[config.mk]
export PLATFORM = sky130hd
export DESIGN_NAME = btle_tx_bit_framer
export DESIGN_NICKNAME = d
export VERILOG_FILES = /design/src/rtl/btle_pkg.sv /design/src/rtl/btle_tx_bit_framer_timer.sv /design/src/rtl/btle_tx_bit_framer.sv
export SDC_FILE = /design/constraint.sdc
export NUM_CORES = 1
export LEC_CHECK = 0
export CORE_UTILIZATION = 55
export DETAILED_ROUTE_END_ITERATION = 12
export DONT_BUFFER_PORTS = 1
export MAX_ROUTING_LAYER = met4
export PLACE_DENSITY = 0.82
export SYNTH_ARGS = -nofsm -noshare
export SYNTH_HDL_FRONTEND = slang
export SYNTH_HIERARCHICAL = 1
export SYNTH_SLANG_ARGS = --single-unit
[constraint.sdc]
create_clock -name clk -period 3.75 [get_ports clk]
set_input_delay 0.9375 -clock clk [delete_from_list [all_inputs] [get_ports clk]]
set_output_delay 0.9375 -clock clk [all_outputs]
set_load 0.01 [all_outputs]
[src/rtl/btle_pkg.sv]
`default_nettype none
// ============================================================================
// Module      : btle_pkg
// Description : Shared types and constants for the BLE transmit bit framer.
//               Holds the framer FSM encoding, the default preamble length,
//               the PDU octet-count width and the two 8-bit preamble patterns.
// Revision    : 1.0 - initial release
// ============================================================================
package btle_pkg;

    typedef enum logic [1:0] {
        S_IDLE     = 2'd0,
        S_PREAMBLE = 2'd1,
        S_ACCESS   = 2'd2,
        S_PDU      = 2'd3
    } state_t;

    localparam int c_LEN_PREAMBLE_DEFAULT = 8;
    localparam int c_PDU_OCTET_CNT_W      = 9;

    // Preamble patterns (LSB sent first), chosen so that the final preamble
    // bit differs from access-address bit 0.
    localparam logic [7:0] c_PREAMBLE_AA0_1 = 8'h55;
    localparam logic [7:0] c_PREAMBLE_AA0_0 = 8'hAA;

endpackage
`default_nettype wire

[src/rtl/btle_tx_bit_framer_timer.sv]
`default_nettype none
// ============================================================================
// Module      : bit_period_timer
// Description : Bit-period divider. While i_enable is high the counter runs
//               down from CLK_PER_BIT-1 and o_tick fires when it reaches 0.
//               The counter is parked at 0 while disabled, so the first
//               enabled cycle is itself a tick. o_last marks the final clock
//               of each bit period.
// Ports       : clk, rst      - clock, synchronous active-high reset
//               i_enable      - run the divider
//               o_tick        - first clock of a bit period
//               o_last        - last clock of a bit period
// Revision    : 1.0 - initial release
// ============================================================================
module bit_period_timer #(
    parameter int CLK_PER_BIT = 8
) (
    input  logic clk,
    input  logic rst,
    input  logic i_enable,
    output logic o_tick,
    output logic o_last
);

    localparam int c_CW = (CLK_PER_BIT > 2) ? $clog2(CLK_PER_BIT) : 1;
    localparam logic [c_CW-1:0] c_LOAD = c_CW'(CLK_PER_BIT - 1);
    localparam logic [c_CW-1:0] c_ONE  = c_CW'(1);

    logic [c_CW-1:0] r_cnt;

    always_ff @(posedge clk) begin
        if (rst || !i_enable) begin
            r_cnt <= '0;
        end else if (r_cnt == '0) begin
            r_cnt <= c_LOAD;
        end else begin
            r_cnt <= r_cnt - c_ONE;
        end
    end

    assign o_tick = i_enable & (r_cnt == '0);
    assign o_last = i_enable & (r_cnt == c_ONE);

endmodule
`default_nettype wire

[src/rtl/btle_tx_bit_framer.sv]
`default_nettype none
// ============================================================================
// Module      : btle_tx_bit_framer
// Description : BLE transmit bit framer. On an accepted start it serializes
//               preamble, access address and N PDU octets, LSB first, one
//               bit per CLK_PER_BIT clocks. PDU octets are fetched over a
//               valid/ready byte interface into a one-byte holding register.
// Ports       : clk, rst               - clock, synchronous active-high reset
//               start                  - frame request (honoured in IDLE)
//               unique_bit_sequence    - access address, sampled on start
//               num_pdu_octet          - PDU octet count, sampled on start
//               pdu_octet/_valid/_ready- PDU byte stream
//               phy_bit, bit_valid     - air bit and per-period strobe
//               busy, done, underrun   - frame status
// Revision    : 1.0 - initial release
// ============================================================================
module btle_tx_bit_framer
    import btle_pkg::*;
#(
    parameter int LEN_UNIQUE_BIT_SEQUENCE = 32,
    parameter int LEN_PREAMBLE            = c_LEN_PREAMBLE_DEFAULT,
    parameter int CLK_PER_BIT             = 8
) (
    input  logic                               clk,
    input  logic                               rst,
    input  logic                               start,
    input  logic [LEN_UNIQUE_BIT_SEQUENCE-1:0] unique_bit_sequence,
    input  logic [c_PDU_OCTET_CNT_W-1:0]       num_pdu_octet,
    input  logic [7:0]                         pdu_octet,
    input  logic                               pdu_octet_valid,
    output logic                               pdu_octet_ready,
    output logic                               phy_bit,
    output logic                               bit_valid,
    output logic                               busy,
    output logic                               done,
    output logic                               underrun
);

    localparam int c_FIELD_MAX = (LEN_UNIQUE_BIT_SEQUENCE > LEN_PREAMBLE) ?
                                 LEN_UNIQUE_BIT_SEQUENCE : LEN_PREAMBLE;
    localparam int c_BCW = $clog2(c_FIELD_MAX);
    localparam logic [c_BCW-1:0] c_PRE_LAST = c_BCW'(LEN_PREAMBLE - 1);
    localparam logic [c_BCW-1:0] c_AA_LAST  = c_BCW'(LEN_UNIQUE_BIT_SEQUENCE - 1);
    localparam logic [c_BCW-1:0] c_OCT_LAST = c_BCW'(7);
    localparam logic [c_BCW-1:0] c_BIT_ONE  = c_BCW'(1);
    localparam logic [c_PDU_OCTET_CNT_W-1:0] c_OCT_ONE = c_PDU_OCTET_CNT_W'(1);

    state_t                               r_state;
    state_t                               w_state_next;
    logic   [c_BCW-1:0]                   r_bit_cnt;
    logic   [c_PDU_OCTET_CNT_W-1:0]       r_octet_cnt;
    logic   [c_PDU_OCTET_CNT_W-1:0]       r_num_octet;
    logic   [c_PDU_OCTET_CNT_W-1:0]       r_fetch_cnt;
    logic   [LEN_UNIQUE_BIT_SEQUENCE-1:0] r_aa;
    logic   [7:0]                         r_pre;
    logic   [7:0]                         r_shift;
    logic   [7:0]                         r_hold;
    logic                                 r_hold_full;
    logic                                 r_done;

    logic w_tick;
    logic w_last;
    logic w_accept;
    logic w_xfer;
    logic w_octet_start;
    logic w_last_octet;
    logic w_frame_end;

    assign busy            = (r_state != S_IDLE);
    assign bit_valid       = w_tick;
    assign done            = r_done;
    // A start coinciding with the done pulse is dropped.
    assign w_accept        = (r_state == S_IDLE) & start & ~r_done;
    // Ready depends only on registered state, never on pdu_octet_valid.
    assign pdu_octet_ready = busy & ~r_hold_full & (r_fetch_cnt < r_num_octet);
    assign w_xfer          = pdu_octet_ready & pdu_octet_valid;
    assign w_octet_start   = w_tick & (r_state == S_PDU) & (r_bit_cnt == '0);
    assign w_last_octet    = ((r_octet_cnt + c_OCT_ONE) == r_num_octet);

    bit_period_timer #(
        .CLK_PER_BIT (CLK_PER_BIT)
    ) u_timer (
        .clk      (clk),
        .rst      (rst),
        .i_enable (busy),
        .o_tick   (w_tick),
        .o_last   (w_last)
    );

    always_ff @(posedge clk) begin
        if (rst) begin
            r_state <= S_IDLE;
        end else begin
            r_state <= w_state_next;
        end
    end

    always_comb begin
        w_state_next = r_state;
        w_frame_end  = 1'b0;
        phy_bit      = 1'b0;
        underrun     = 1'b0;
        case (r_state)
            S_IDLE: begin
                if (w_accept) begin
                    w_state_next = S_PREAMBLE;
                end
            end
            S_PREAMBLE: begin
                phy_bit = r_pre[0];
                if (w_last && (r_bit_cnt == c_PRE_LAST)) begin
                    w_state_next = S_ACCESS;
                end
            end
            S_ACCESS: begin
                phy_bit = r_aa[0];
                if (w_last && (r_bit_cnt == c_AA_LAST)) begin
                    if (r_num_octet == '0) begin
                        w_state_next = S_IDLE;
                        w_frame_end  = 1'b1;
                    end else begin
                        w_state_next = S_PDU;
                    end
                end
            end
            S_PDU: begin
                // In the first clock of an octet the shifter is not yet
                // loaded, so the bit comes straight from the hold register
                // (or is zero when nothing was held).
                if (w_octet_start) begin
                    phy_bit  = r_hold_full & r_hold[0];
                    underrun = ~r_hold_full;
                end else begin
                    phy_bit = r_shift[0];
                end
                if (w_last && (r_bit_cnt == c_OCT_LAST) && w_last_octet) begin
                    w_state_next = S_IDLE;
                    w_frame_end  = 1'b1;
                end
            end
            default: begin
                w_state_next = S_IDLE;
            end
        endcase
    end

    // Bit sequencing: fields advance at the last clock of each bit period.
    always_ff @(posedge clk) begin
        if (rst) begin
            r_done      <= 1'b0;
            r_aa        <= '0;
            r_pre       <= '0;
            r_shift     <= '0;
            r_bit_cnt   <= '0;
            r_octet_cnt <= '0;
            r_num_octet <= '0;
        end else begin
            r_done <= w_frame_end;
            if (w_accept) begin
                r_aa        <= unique_bit_sequence;
                r_pre       <= unique_bit_sequence[0] ? c_PREAMBLE_AA0_1 : c_PREAMBLE_AA0_0;
                r_num_octet <= num_pdu_octet;
                r_bit_cnt   <= '0;
                r_octet_cnt <= '0;
            end else if (w_last) begin
                case (r_state)
                    S_PREAMBLE: begin
                        // Rotating the alternating pattern covers any even length.
                        r_pre     <= {r_pre[0], r_pre[7:1]};
                        r_bit_cnt <= (r_bit_cnt == c_PRE_LAST) ? '0 : r_bit_cnt + c_BIT_ONE;
                    end
                    S_ACCESS: begin
                        r_aa      <= r_aa >> 1;
                        r_bit_cnt <= (r_bit_cnt == c_AA_LAST) ? '0 : r_bit_cnt + c_BIT_ONE;
                    end
                    S_PDU: begin
                        r_shift <= r_shift >> 1;
                        if (r_bit_cnt == c_OCT_LAST) begin
                            r_bit_cnt   <= '0;
                            r_octet_cnt <= r_octet_cnt + c_OCT_ONE;
                        end else begin
                            r_bit_cnt <= r_bit_cnt + c_BIT_ONE;
                        end
                    end
                    default: begin
                    end
                endcase
            end else if (w_octet_start) begin
                r_shift <= r_hold_full ? r_hold : 8'h00;
            end
        end
    end

    // Octet fetch: one holding byte, refilled whenever empty and more octets
    // remain. An arrival in the octet-start cycle itself lands in the hold
    // and feeds the following octet.
    always_ff @(posedge clk) begin
        if (rst) begin
            r_hold      <= '0;
            r_hold_full <= 1'b0;
            r_fetch_cnt <= '0;
        end else if (w_accept) begin
            r_hold_full <= 1'b0;
            r_fetch_cnt <= '0;
        end else begin
            if (w_octet_start) begin
                r_hold_full <= 1'b0;
            end
            if (w_xfer) begin
                r_hold      <= pdu_octet;
                r_hold_full <= 1'b1;
                r_fetch_cnt <= r_fetch_cnt + c_OCT_ONE;
            end
        end
    end

endmodule
`default_nettype wire

==> flow_summary_export.csv <==
group,metric,value,unit
run_status,run_status,"complete, no violations",
setup_path,path_class,"reg -> out",
setup_path,worstPathRequired,2.81,ns
placed_design,hpwl,7171,µm
clocking,cts_tree,"done",
power,vdd_drop_max,224.4,µV
logic_synthesis,synth_top_family_by_area,"simple AND/OR/NAND/NOR gates",
cells_and_area,final_nets,622,
die,die_y,94.93,µm
detailed_routing,dr_total_vias,3972,
detailed_routing,dr.pass1.iters,5,
logic_synthesis,synth_compound_area_frac,0.1942,
logic_synthesis,synth-seq-cells,95,
clocking,postCtsHoldBufs,0,
cells_and_area,drive_gt1_frac,0.07374,
detailed_routing,ant_nets,0,
detailed_routing,drtIter0Drc,203,
sta,relSlewSlack,0.3293,
logic_synthesis,dominantRegCellSynth,"dfxtp_1",
cells_and_area,instances_no_fill,661,
logic_synthesis,synth_nets,645,
logic_synthesis,synth-async-reset-ratio,0,
setup_path,cpMaxStageDelayCell,"dfxtp_1",
logic_synthesis,yosysUniqueCellTypes,63,
detailed_routing,routed_via_density,6.009,
clocking,clock-root-buffer,"clkbuf_8",
logic_synthesis,seq_area_frac_synth,0.4004,
setup_path,cp_num_buf_inv,1,
worst_hold_path,min_from,"r_aa[3]$_SDFFE_PP0P_",
sta,tightest_slew,1.006,ns
setup_path,path_cells,"nor2_1 -> inv_1 -> and3b_2 -> nand2_1 -> or4_4 -> nor2_1 -> a21oi_1 -> o21ai_0",
logic_synthesis,synth_xor_area_frac,0.04057,
logic_synthesis,synth_most_common_cell,"nand2_1",
power,p_total,1990,µW
grt,grt_pass1_vias,3840,
clocking,clkSlewWorstSetupHoldPaths,0.08,ns
clocking,htree_levels,3,
setup_path,cp-start-kind,"register",
logic_synthesis,synth-edff-count,0,
placed_design,place.port_buffers,0,
sta,min_period,3.505,ns
setup_path,crit_arrival,2.57,ns
grt,antenna_found_initial,0,
placed_design,routabilityCongestion,0.8778,
power,p_int,1493,µW
power,p_per_area,403.9,nW/µm²
sta,hold_viol_final,0,
clocking,clock_path_buffers,2,
die,die_w,94.93,µm
sta,setup_viol,0,
logic_synthesis,synth_top_area_cell,"dfxtp_1",
setup_path,startpoint,"r_state[1]$_SDFFE_PP0P_",
logic_synthesis,yosys.area_share.simple,0.2376,
setup_path,endpoint_kind,"primary output",
cells_and_area,antenna_cells,0,
job,drv_cap,0,
grt,grt_start_max_net_pins,69,
power,p_sw_frac,0.2496,
die,ioPinCount,59,
power,p_sw,496.6,µW
detailed_routing,wl_per_cell,15.62,µm
clocking,cts_buffers,9,
logic_synthesis,synth_area,4750,µm²
logic_synthesis,synth.avg_cell_area,8.246,µm²
die,dieArea,9011,µm²
logic_synthesis,synthMuxAreaShare,0.02529,
grt,gr-total-overflow,0,
grt,grtUsageTotal,0.2556,
sta,slew_viol_final,0,
logic_synthesis,synth_top_area_share,0.4004,
logic_synthesis,yosysWarnings,6,
setup_path,path_common_cell,"nor2_1",
cells_and_area,n_fill_cell,717,
power,combinationalPowerShare,0.088,
die,start_util,0.5723,
logic_synthesis,synthAdderAreaFrac,0.04215,
clocking,clk-insertion-delay-late,0.36,ns
cells_and_area,final_core_util,0.5935,
power,leakagePower,0.001750,µW
clocking,postCtsSetupBuffers,0,
setup_path,cp_top_family,"simple AND/OR/NAND/NOR gates",
grt,grt_pass1_wl,17820,µm
logic_synthesis,syn_inst,576,
setup_path,critPathMaxFanout,13,
sta,tns,0,ns
placed_design,placed_cells,647,
clocking,cts.repair.resized,0,
logic_synthesis,synthTopCellsByArea,"dfxtp_1 40%, nand2_1 8.0%, a21oi_1 5.8%",
die,core-area,8299,µm²
power,pwr-share-seq,0.546,
sta,finalCritPeriodShare,0.9346,
die,row_count,33,
worst_hold_path,hold_path.class,"reg -> reg",
sta,skew,0.01198,ns
detailed_routing,wirelength,10330,µm
logic_synthesis,netlist_top_cells_count,"101 x nand2_1, 95 x dfxtp_1, 56 x nor2_1, 55 x a21oi_1, 22 x clkbuf_1",
detailed_routing,drcViolationCount,0,
power,power_frac_clock,0.366,
setup_path,timing.rr.start,"r_state[1]$_SDFFE_PP0P_",
sta,rsz0062_at_grt,"false",
clocking,clock_sinks,95,
setup_path,cp_slowest_stage_delay,0.54,ns
cells_and_area,area_growth,3.714,%
sta,fmax,285.3,MHz
sequential cells by signal, indices dropped and copies added (netlist names):
signal	count
r_state	2
r_hold	8
r_octet_cnt	9
r_shift	8
r_fetch_cnt	9
r_aa	32
r_bit_cnt	5
r_hold_full	1
r_num_octet	9
u_timer/r_cnt	3
r_pre	8
done	1
power groups by stage:
stage / Clock [µW] / Sequential, µW / Combinational, µW
after detailed placement: 0 / 1110 / 174
final: 728 / 1090 / 175
after global placement: 0 / 1110 / 165
after CTS: 733 / 1090 / 175
after floorplan: 0 / 1100 / 159
after global routing: 774 / 1090 / 198
final cells by class:
type / count / area, µm² / share of cell area
multi-input cells: 421 / 2569 / 0.5215
flip-flops and latches: 95 / 1902 / 0.3861
well taps: 105 / 131.4 / 0.02667
clock buffers: 9 / 123.9 / 0.02515
clock inverters: 5 / 83.83 / 0.01702
inverters: 21 / 78.83 / 0.01600
repair buffers: 5 / 37.54 / 0.007620
routing by layer:
metal	track usage	up-vias	wire length [µm]
met1	0.3026	1897	4514
met5	-	-	0
met3	0.05072	19	447
met4	0.08081	0	198
li1	-	1966	-
met2	0.4347	90	5167
path summary, 6_finish.rpt:
kind	to	slack [ns]	cells after the start
max	phy_bit	0.25	8
min	r_aa[3]$_SDFFE_PP0P_	0.45	2
max reg2reg	r_pre[6]$_SDFFE_PP0P_	1.07	7
min reg2reg	r_aa[3]$_SDFFE_PP0P_	0.45	2
logic make-up after synthesis:
family / Yosys count
adder cells (fa/ha/maj): 16
AND/OR/NAND/NOR: 235
XOR/XNOR: 22
buffers and inverters: 60
AO/OA/AOI/OAI: 136
multiplexers: 12
flip-flops: 95
worst reg2reg max path, stage by stage, from the launching register on:
cell and delay [ns]:
dfxtp_1 0.54, nor2_1 0.15, inv_1 0.23, and3b_2 0.45, inv_1 0.26, nor3_1 0.65
nand2_1 0.13, a31oi_1 0.20
metrics by stage:
stage	hold WS [ns]	setup WS, ns	area (µm²)
finish	0.4523	0.2454	4926
global route	0.4700	0.03790	4926
CTS	0.4531	0.2409	4926
detailed placement	0.4410	0.6382	4718
global placement	0.4355	0.6798	4718
floorplan	0.4322	0.8737	4750
cells in the final DEF, fill, tap and decap left out, drive strengths merged, types with 2 or more instances in the layout:
cell type	synthesis	final
and2	4	4
a31oi	9	9
nor4	4	4
and3	11	11
nor3b	3	3
nor2b	3	3
a2111oi	2	2
a21o	4	4
nand3b	2	2
nor2	57	57
xor2	10	10
dfxtp	95	95
o21ai	11	11
nand2b	5	5
bufinv	0	2
a311oi	15	15
buf	17	5
or2	2	2
inv	21	22
nand3	10	10
nand2	101	101
clkbuf	22	9
a22oi	17	17
nor3	11	11
ha	16	16
clkinvlp	0	2
or3	4	4
mux2i	12	12
and4	3	3
xnor2	12	12
a21oi	57	57
and3b	2	2
a211oi	12	12
nand4	7	7
No activity file was read; power rests on OpenSTA's default activity.
